===== src/rtl/bru.sv =====
// Branch resolution unit: one-cycle registered ALU/target result plus a
// conditional-branch taken flag. Optional feature macro: BRU_JALR_ALIGN_EN
// (clears bit 0 of the JALR target).
module bru (
  input  logic        i_clk,
  input  logic        i_rst,
  input  logic        i_valid,
  input  logic [4:0]  i_instr,
  input  logic [31:0] i_operand_a,
  input  logic [31:0] i_operand_b,
  input  logic [31:0] i_rs1_data,
  input  logic [31:0] i_rs2_data,
  input  logic [4:0]  i_rd_addr,
  input  logic        i_fwd_en,
  output logic        o_valid,
  output logic [31:0] o_data_buff,
  output logic [4:0]  o_rd_addr,
  output logic        o_fwd_en,
  output logic        o_taken
);

  localparam int STAGES = 1;

  typedef enum logic [4:0] {
    OP_ADD  = 5'd0,  OP_SUB  = 5'd1,  OP_SLT  = 5'd2,  OP_SLTU = 5'd3,
    OP_XOR  = 5'd4,  OP_OR   = 5'd5,  OP_AND  = 5'd6,  OP_SLL  = 5'd7,
    OP_SRL  = 5'd8,  OP_SRA  = 5'd9,
    OP_BEQ  = 5'd10, OP_BNE  = 5'd11, OP_BLT  = 5'd12, OP_BGE  = 5'd13,
    OP_BLTU = 5'd14, OP_BGEU = 5'd15,
    OP_JAL  = 5'd16, OP_JALR = 5'd17,
    OP_LB   = 5'd18, OP_LH   = 5'd19, OP_LW   = 5'd20, OP_LBU  = 5'd21,
    OP_LHU  = 5'd22, OP_SB   = 5'd23, OP_SH   = 5'd24, OP_SW   = 5'd25
  } operator_e;

  typedef struct packed {
    logic [31:0] data;
    logic [4:0]  rd;
    logic        fwd;
    logic        taken;
  } rsp_t;

  logic [STAGES:0] vld_pipe;
  operator_e       op;
  rsp_t            rsp_d, rsp_q;
  logic [4:0]      shamt;
  logic            eq, lt_s, lt_u;

  assign op          = operator_e'(i_instr);
  assign shamt       = i_operand_b[4:0];
  assign eq          = (i_rs1_data == i_rs2_data);
  assign lt_s        = ($signed(i_rs1_data) < $signed(i_rs2_data));
  assign lt_u        = (i_rs1_data < i_rs2_data);
  assign vld_pipe[0] = i_valid;

  // Next-cycle response; an invalid op collapses to all zeros.
  always_comb begin
    rsp_d = '0;
    if (i_valid) begin
      rsp_d.rd  = i_rd_addr;
      rsp_d.fwd = i_fwd_en;
      case (op)
        OP_SUB:  rsp_d.data = i_operand_a - i_operand_b;
        OP_SLT:  rsp_d.data = {31'd0, $signed(i_operand_a) < $signed(i_operand_b)};
        OP_SLTU: rsp_d.data = {31'd0, i_operand_a < i_operand_b};
        OP_XOR:  rsp_d.data = i_operand_a ^ i_operand_b;
        OP_OR:   rsp_d.data = i_operand_a | i_operand_b;
        OP_AND:  rsp_d.data = i_operand_a & i_operand_b;
        OP_SLL:  rsp_d.data = i_operand_a << shamt;
        OP_SRL:  rsp_d.data = i_operand_a >> shamt;
        OP_SRA:  rsp_d.data = $unsigned($signed(i_operand_a) >>> shamt);
        // ADD, branch/jump targets, load/store addresses and unused codes
        default: rsp_d.data = i_operand_a + i_operand_b;
      endcase
`ifdef BRU_JALR_ALIGN_EN
      if (op == OP_JALR) rsp_d.data[0] = 1'b0;
`endif
      // Only conditional branches resolve taken; jumps report 0.
      case (op)
        OP_BEQ:  rsp_d.taken = eq;
        OP_BNE:  rsp_d.taken = ~eq;
        OP_BLT:  rsp_d.taken = lt_s;
        OP_BGE:  rsp_d.taken = ~lt_s;
        OP_BLTU: rsp_d.taken = lt_u;
        OP_BGEU: rsp_d.taken = ~lt_u;
        default: rsp_d.taken = 1'b0;
      endcase
    end
  end

  // Output register stage; reset drops whatever is in flight.
  always_ff @(posedge i_clk) begin
    if (i_rst) begin
      vld_pipe[STAGES:1] <= '0;
      rsp_q              <= '0;
    end else begin
      vld_pipe[STAGES:1] <= vld_pipe[STAGES-1:0];
      rsp_q              <= rsp_d;
    end
  end

  assign o_valid     = vld_pipe[STAGES];
  assign o_data_buff = rsp_q.data;
  assign o_rd_addr   = rsp_q.rd;
  assign o_fwd_en    = rsp_q.fwd;
  assign o_taken     = rsp_q.taken;

endmodule


===== config.mk =====
export PLATFORM = sky130hd
export DESIGN_NAME = bru
export DESIGN_NICKNAME = d
export VERILOG_FILES = /design/src/rtl/bru.sv
export SDC_FILE = /design/constraint.sdc
export NUM_CORES = 1
export LEC_CHECK = 0
export ABC_AREA = 1
export CORE_UTILIZATION = 35
export DETAILED_ROUTE_END_ITERATION = 12
export PLACE_DENSITY_LB_ADDON = 0.15
export SLEW_MARGIN = 30
export SYNTH_ARGS = -nofsm -noshare
export SYNTH_HDL_FRONTEND = slang
export SYNTH_SLANG_ARGS = --single-unit

===== constraint.sdc =====
create_clock -name i_clk -period 3.8 [get_ports i_clk]
set_input_delay 0.57 -clock i_clk [delete_from_list [all_inputs] [get_ports i_clk]]
set_output_delay 0.57 -clock i_clk [all_outputs]
set_load 0.1 [all_outputs]

==> results of run 1 <==
[Yosys cell counts]
| cell | instances | area, sq um |
|---|---|---|
| nor2_4 | 6 | 67.6 |
| a21o_1 | 1 | 7.51 |
| clkbuf_1 | 25 | 93.8 |
| nand4_1 | 39 | 244 |
| and3_1 | 1 | 6.26 |
| a21oi_1 | 114 | 571 |
| nand2_2 | 2 | 12.5 |
| inv_1 | 339 | 1270 |
| nor3_1 | 24 | 120 |
| a221oi_1 | 1 | 8.76 |
| dfxtp_1 | 40 | 801 |
| a32oi_1 | 1 | 8.76 |
| clkinv_1 | 2 | 7.51 |
| o21ai_0 | 80 | 400 |
| nand3_2 | 2 | 20.0 |
| buf_6 | 4 | 45.0 |
| xor2_1 | 7 | 61.3 |
| o31ai_1 | 1 | 7.51 |
| nor4_1 | 1 | 6.26 |
| o211ai_1 | 8 | 60.1 |
| xnor2_1 | 1 | 8.76 |
| and2_1 | 5 | 31.3 |
| fa_1 | 2 | 40.0 |
| buf_2 | 48 | 240 |
| a31oi_1 | 5 | 31.3 |
| nor3b_1 | 1 | 7.51 |
| or2_2 | 4 | 25.0 |
| o22ai_1 | 18 | 113 |
| buf_1 | 18 | 67.6 |
| buf_4 | 2 | 15.0 |
| nand3_1 | 400 | 2000 |
| o2111ai_1 | 2 | 17.5 |
| o21bai_1 | 10 | 75.1 |
| nor3_2 | 1 | 10.0 |
| nor2_1 | 190 | 713 |
| ha_1 | 129 | 1610 |
| nor2_2 | 1 | 6.26 |
| clkbuf_2 | 1 | 5.00 |
| nand3b_1 | 6 | 45.0 |
| inv_2 | 7 | 26.3 |
| nand2_1 | 783 | 2940 |
| o21a_1 | 5 | 37.5 |
| a211oi_1 | 1 | 7.51 |
[sequential cells by signal (all words and copies together) (netlist names)]
register	count
o_data_buff	32
o_fwd_en	1
o_taken	1
o_rd_addr	5
o_valid	1
[power by group]
group	internal [mW]	switching, mW
registers	0.448	0.0103
logic	0.703	1.48
clock network	0.310	0.212
total	1.46	1.70
[worst max path at each step]
stage | startpoint | end | slack [ns] | cells past startpoint
after floorplan | i_operand_b[3] | o_data_buff[28] | 0.99 | 19
after global placement | i_operand_b[0] | o_data_buff[28] | 0.32 | 14
after detailed placement | i_operand_b[0] | o_data_buff[28] | 0.29 | 14
after CTS | i_operand_b[0] | o_data_buff[28] | 0.60 | 15
after global routing | i_operand_a[0] | o_data_buff[0] | 0.40 | 19
final | i_operand_b[0] | o_data_buff[28] | 0.51 | 15
[cell type report]
class,instances,area [sq um]
clock buffers,6,129
clock inverters,2,35.0
fillers,3875,18600
inverters,348,1310
multi-input cells,1852,9330
flip-flops and latches,40,801
well taps,448,561
repair buffers,306,2750
[critical path: stages]
cell,delay [ns]
clkdlybuf4s50_1,0.74
ha_1,0.27
inv_1,0.08
fa_1,0.47
o21bai_1,0.38
nand2_1,0.13
nand3_1,0.27
nand2_1,0.16
nand2_1,0.10
nand2_1,0.05
nand2_1,0.07
nand2_1,0.05
nand3_1,0.09
nand2_1,0.05
inv_1,0.06
[cells by family after synthesis]
kind of cell	count (synthesis)
compound gates	247
simple gates	1466
flops	40
buf+inv	446
xor+xnor	8
fa+ha+maj	131
[layer usage]
metal,share of wire [%],GRT usage [%],vias up
met1,44,51.7,7551
li1,-,-,7919
met3,9.6,6.81,148
met2,42,58.5,916
met5,0,0,-
met4,4.3,14.9,0
==> impl_results.md, run 1 <==
* Outcome: complete, no violations
* Max-cap violation count at 0
* Mapped Avg Cell Area at roughly 5.1 sq um
* Largest family of logic cells by synthesized area: simple AND/OR/NAND/NOR gates
* Slew headroom at 32.0%
* CP endpoint kind: flop
* WHS Path Cells at 3
* Most common cell after layout, fill and taps aside: nand2_1
* Setup violations, final at 0
* Peak fanout along the critical path at 5
* Row count at 67
* RSZ-0062 raised after global routing: false
* CTS Buffer Depth at 2
* Final total power at 3.16 mW
* Die Y at about 190 um
* Post-synthesis xor/xnor area fraction at 0.589%
* Initial antenna violation count at 1
* Final Instance Area at ~0.015 sq mm
* Seq/Total Area, Yosys at 6.73%
* Post-Synth Adder-Cell Area at between 10% and 20%
* Clk slew on worst S/H paths at around 0.070 ns
* Setup TNS at 0 ns
* HP Class: in2reg
* Number of library cell types mapped by synthesis at 43
* Worst Setup Path Type: in2reg
* Final period utilization at between 80 and 90%
* Worst setup margin at 0.507 ns
* Hold buffers post-CTS at 0
* Die Area at 0.0347 sq mm
* Max-slew violation count at 0
* Area after DPL at 0.0147 sq mm
* Vias in the first global route at around 16000
* Remaining global-route overflow at 0
* Tightest Pin Transition at between 1 and 1.5 ns
* DR vias/cell at roughly 5.5
* Post-Syn Area at ~0.012 sq mm
* Core Area at ~0.034 sq mm
* Final nets at about 2800
* Warnings from Yosys at 0
* Layout cell share with drive strength beyond 1 at between 6 and 7%
* Instance count of the mapped netlist at around 2300
* Drt wl/cell at between 20 and 25 um
* Root buf cell: clkbuf_16
* Placer congestion estimate at about 1.1
* Leak at 8.12 nW
* Simple-gate portion of the synthesized area at 52.6%
* Pre-CTS WS at a little under 0.3 ns
* Required time worst endpoint at 4.06 ns
* PD cells at 212 mW/mm^2
* Initial core utilization at a little over a third
* Global Route Usage Sum at between 30% and 40%
* Critical Path AT at 3.55 ns
* Non-Filler Instances at ~3000
* Drt drc at 0
* CTS buffer count at 5
* First-pass GRT wire length at 98.8 mm
* Hold slack final at a little under 0.8 ns
* Clock period minus worst slack at around 3.3 ns
* Hold path endpoint: o_rd_addr[2]
* Compound-gate portion of the synthesized area at between 10 and 15%
* Placed Cells at 2994
* Routed via count at about 17000
* Final Hold Fails at 0
* Max IR drop VDD at between 0.0001 and 0.00015 V
* Io pins at roughly 180
* CTS sink count at 40
* Ant. Diodes at 0
* Yosys reg bits at 40
* Post-CTS Setup Bufs at 0
* Die extent in x at ~190 um
* # H-tree levels at 2
* DR iter-0 viols at ~1700
* Hold Startpoint: i_rd_addr[2]
* Port Buffers at 181
* Drt total wl at about 67 mm
* Post-CTS Resized at 0
* First-pass detailed-route iteration total at 8
* Mapped Nets at ~2600
* Most frequent cells in the layout: nand2_1 (783), nand3_1 (400), inv_1 (337)
* Fmax at ~300 MHz
* Largest net degree at the start of global routing at 65
* Antenna Nets Post-Route at 0
* Final Util at between 40 and 50%
* CP startpoint kind: input port
* TritonCTS clock tree: done
* Mux share of post-synthesis cell area at 0%
* Layout area overhead at 25.3%
* Post-DP HPWL at ~56 mm
Note: power is estimated with default switching activity, not from simulation.
==> run 2: changes to the inputs <==
Settings changed: CORE_UTILIZATION 35 to 26.
==> run 2 against run 1 <==
  * Critical path depth is 2 higher
  * Clock power up 4.2%
  * Critical endpoint is now o_data_buff[0]
  * Cell area up 1.1%
  * Largest power group unchanged
  * First-iteration DRC count grew 17%
  * Sequential cell count unchanged
  * Worst hold slack worse by 0.016 ns
  * Setup slack got worse by 0.20 ns
  * Die area rose by 34%
  * Global-route usage down 8.1 points
  * Via count decreased by 0.79%
==> impl_results.md, run 2 (same netlist as run 1, synthesis figures left out) <==
* Outcome: complete, no violations
* Vias in the first global route at 15100 (-2.4%)
* Antenna Nets Post-Route at 0 (unchanged)
* Most common cell after layout, fill and taps aside: nand2_1
* Post-CTS Setup Bufs at 0 (unchanged)
* HP Class: in2reg
* PD cells at 211 mW/mm^2 (-0.39%)
* Final nets at 2820 (-0.21%)
* M1 WL at 32.9 mm (+13%)
* RSZ-0062 raised after global routing: false
* Fmax at 287 MHz (-5.7%)
* Remaining global-route overflow at 0 (unchanged)
* Global Route Usage Sum at 29.7% (-8.1 points)
* Placer congestion estimate at 1.06 (-1.9%)
* Critical Path AT at 3.76 ns (+0.21 ns)
* Initial antenna violation count at 0 (-1)
* WHS Path Cells at 3 (unchanged)
* Hold Startpoint: i_rd_addr[3]
* Io pins at 182 (unchanged)
* Layout cell share with drive strength beyond 1 at 6.16% (-0.22 points)
* Die Area at 0.0466 sq mm (+34%)
* Required time worst endpoint at 4.07 ns (about the same)
* DR iter-0 viols at 2018 (+17%)
* Final period utilization at 91.8% (+5.2 points)
* CTS sink count at 40 (unchanged)
* Pre-CTS WS at 0.123 ns (-0.167 ns)
* Initial core utilization at 26.3% (-9.2 points)
* Worst Setup Path Type: in2reg
* Leak at 8.09 nW (-0.39%)
* Most frequent cells in the layout: nand2_1 (783), nand3_1 (400), inv_1 (337)
* CTS Buffer Depth at 2 (unchanged)
* Largest net degree at the start of global routing at 65 (unchanged)
* Slew headroom at 31.3% (-0.73 points)
* Final total power at 3.18 mW (+0.70%)
* TritonCTS clock tree: done
* Max reg flops at 32 (unchanged)
* CTS buffer count at 5 (unchanged)
* Clock period minus worst slack at 3.49 ns (+0.197 ns)
* Drt total wl at 70.6 mm (+5.6%)
* First-pass detailed-route iteration total at 6 (-2)
* Met3 wire length at 5.65 mm (-12%)
* CP startpoint kind: input port
* Clk slew on worst S/H paths at 0.07 ns (about the same)
* Fill cells at 5337 (+38%)
* Setup violations, final at 0 (unchanged)
* CP endpoint kind: flop
* Peak fanout along the critical path at 8 (+3)
* Final Hold Fails at 0 (unchanged)
* Max-cap violation count at 0 (unchanged)
* Hold path endpoint: o_rd_addr[3]
* First-pass GRT wire length at 102 mm (+3.5%)
* Max IR drop VDD at 0.000226 V (+59%)
* Ant. Diodes at 0 (unchanged)
* Uppermost routed layer: met4
* Die Y at 216 um (+16%)
* Port Buffers at 181 (unchanged)
* Post-DP HPWL at 60.0 mm (+6.7%)
* Post-CTS Resized at 0 (unchanged)
* DR vias/cell at 5.21 (-5.4%)
* Hold buffers post-CTS at 0 (unchanged)
* Met2 routed WL at 30.1 mm (+5.7%)
* # H-tree levels at 2 (unchanged)
* Layout area overhead at 26.7%
* Row count at 78 (+16%)
* Tightest Pin Transition at 1.03 ns (+0.0109 ns)
* Routed via count at 16400 (-0.79%)
* Worst setup margin at 0.310 ns (-0.197 ns)
* Max-slew violation count at 0 (unchanged)
* Die extent in x at 216 um (+16%)
* Core Area at 0.0453 sq mm (+35%)
* Drt drc at 0 (unchanged)
* Drt wl/cell at 22.4 um (+0.68%)
* Setup TNS at 0 ns (unchanged)
* Root buf cell: clkbuf_16
-- run 2: cell types whose count changed in the layout (fill, tap and decap cells not counted), sizes merged --
cell,delta
clkdlybuf4s50,+2
clkinvlp,+1
inv,+2
clkbuf,-1
clkinv,-2
buf,-8
-- run 2: how the worst max path moves through the flow --
stage                    start               to  slack [ns]  cells past startpoint
3_5_place_dp    i_operand_b[0]   o_data_buff[0]        0.12                     18
4_1_cts         i_operand_b[0]   o_data_buff[0]        0.44                     18
3_3_place_gp    i_operand_a[0]   o_data_buff[0]        0.12                     19
6_report       i_operand_b[17]   o_data_buff[0]        0.31                     17
2_1_floorplan   i_operand_b[3]  o_data_buff[28]        0.99                     19
5_1_grt        i_operand_a[13]  o_data_buff[31]        0.22                     15
-- run 2: cell type report --
type	count	area (sq um)	share of cell area [%]
well taps	600	751	4.98
repair buffers	300	2720	18.0
clock inverters	3	46.3	0.307
clock buffers	5	125	0.830
inverters	348	1310	8.67
flip-flops and latches	40	801	5.31
multi-input cells	1852	9330	61.9
-- run 2: worst max-delay path: stages --
cell             delay (ns)
clkdlybuf4s50_1        0.54
inv_1                  0.09
ha_1                   0.47
nor2_1                 0.32
inv_1                  0.11
nor2_1                 0.20
nand2_1                0.11
nor3_1                 0.34
buf_4                  0.18
nand2_1                0.11
nand2_1                0.19
nand2_1                0.07
nand2_1                0.12
nand2_1                0.07
nand3_1                0.13
nand2_1                0.06
inv_1                  0.06
-- run 2: routing by layer --
layer / track usage (%) / vias up
met2: 46.0 / 823
met5: 0 / -
met1: 42.8 / 7575
met4: 8.08 / 0
met3: 3.64 / 86
li1: - / 7919
-- run 2: stage by stage --
stage               hold slack, ns  util (%)  instances  cell area [sq um]
floorplan                    0.682         -       2338              11900
global placement              1.10      32.9       3140              14900
detailed placement            1.10      32.9       3140              14900
CTS                          0.760      33.3       3148              15100
global route                 0.781      33.3       3148              15100
finish                       0.766      33.3       3148              15100
-- run 2: power by group --
| part | leakage, nW | switching [mW] | total, mW | internal [mW] |
|---|---|---|---|---|
| Clock | 0.0804 | 0.231 | 0.545 | 0.314 |
| Sequential | 0.328 | 0.00910 | 0.457 | 0.448 |
| Combinational | 7.68 | 1.49 | 2.18 | 0.692 |
| Total | 8.09 | 1.73 | 3.18 | 1.45 |
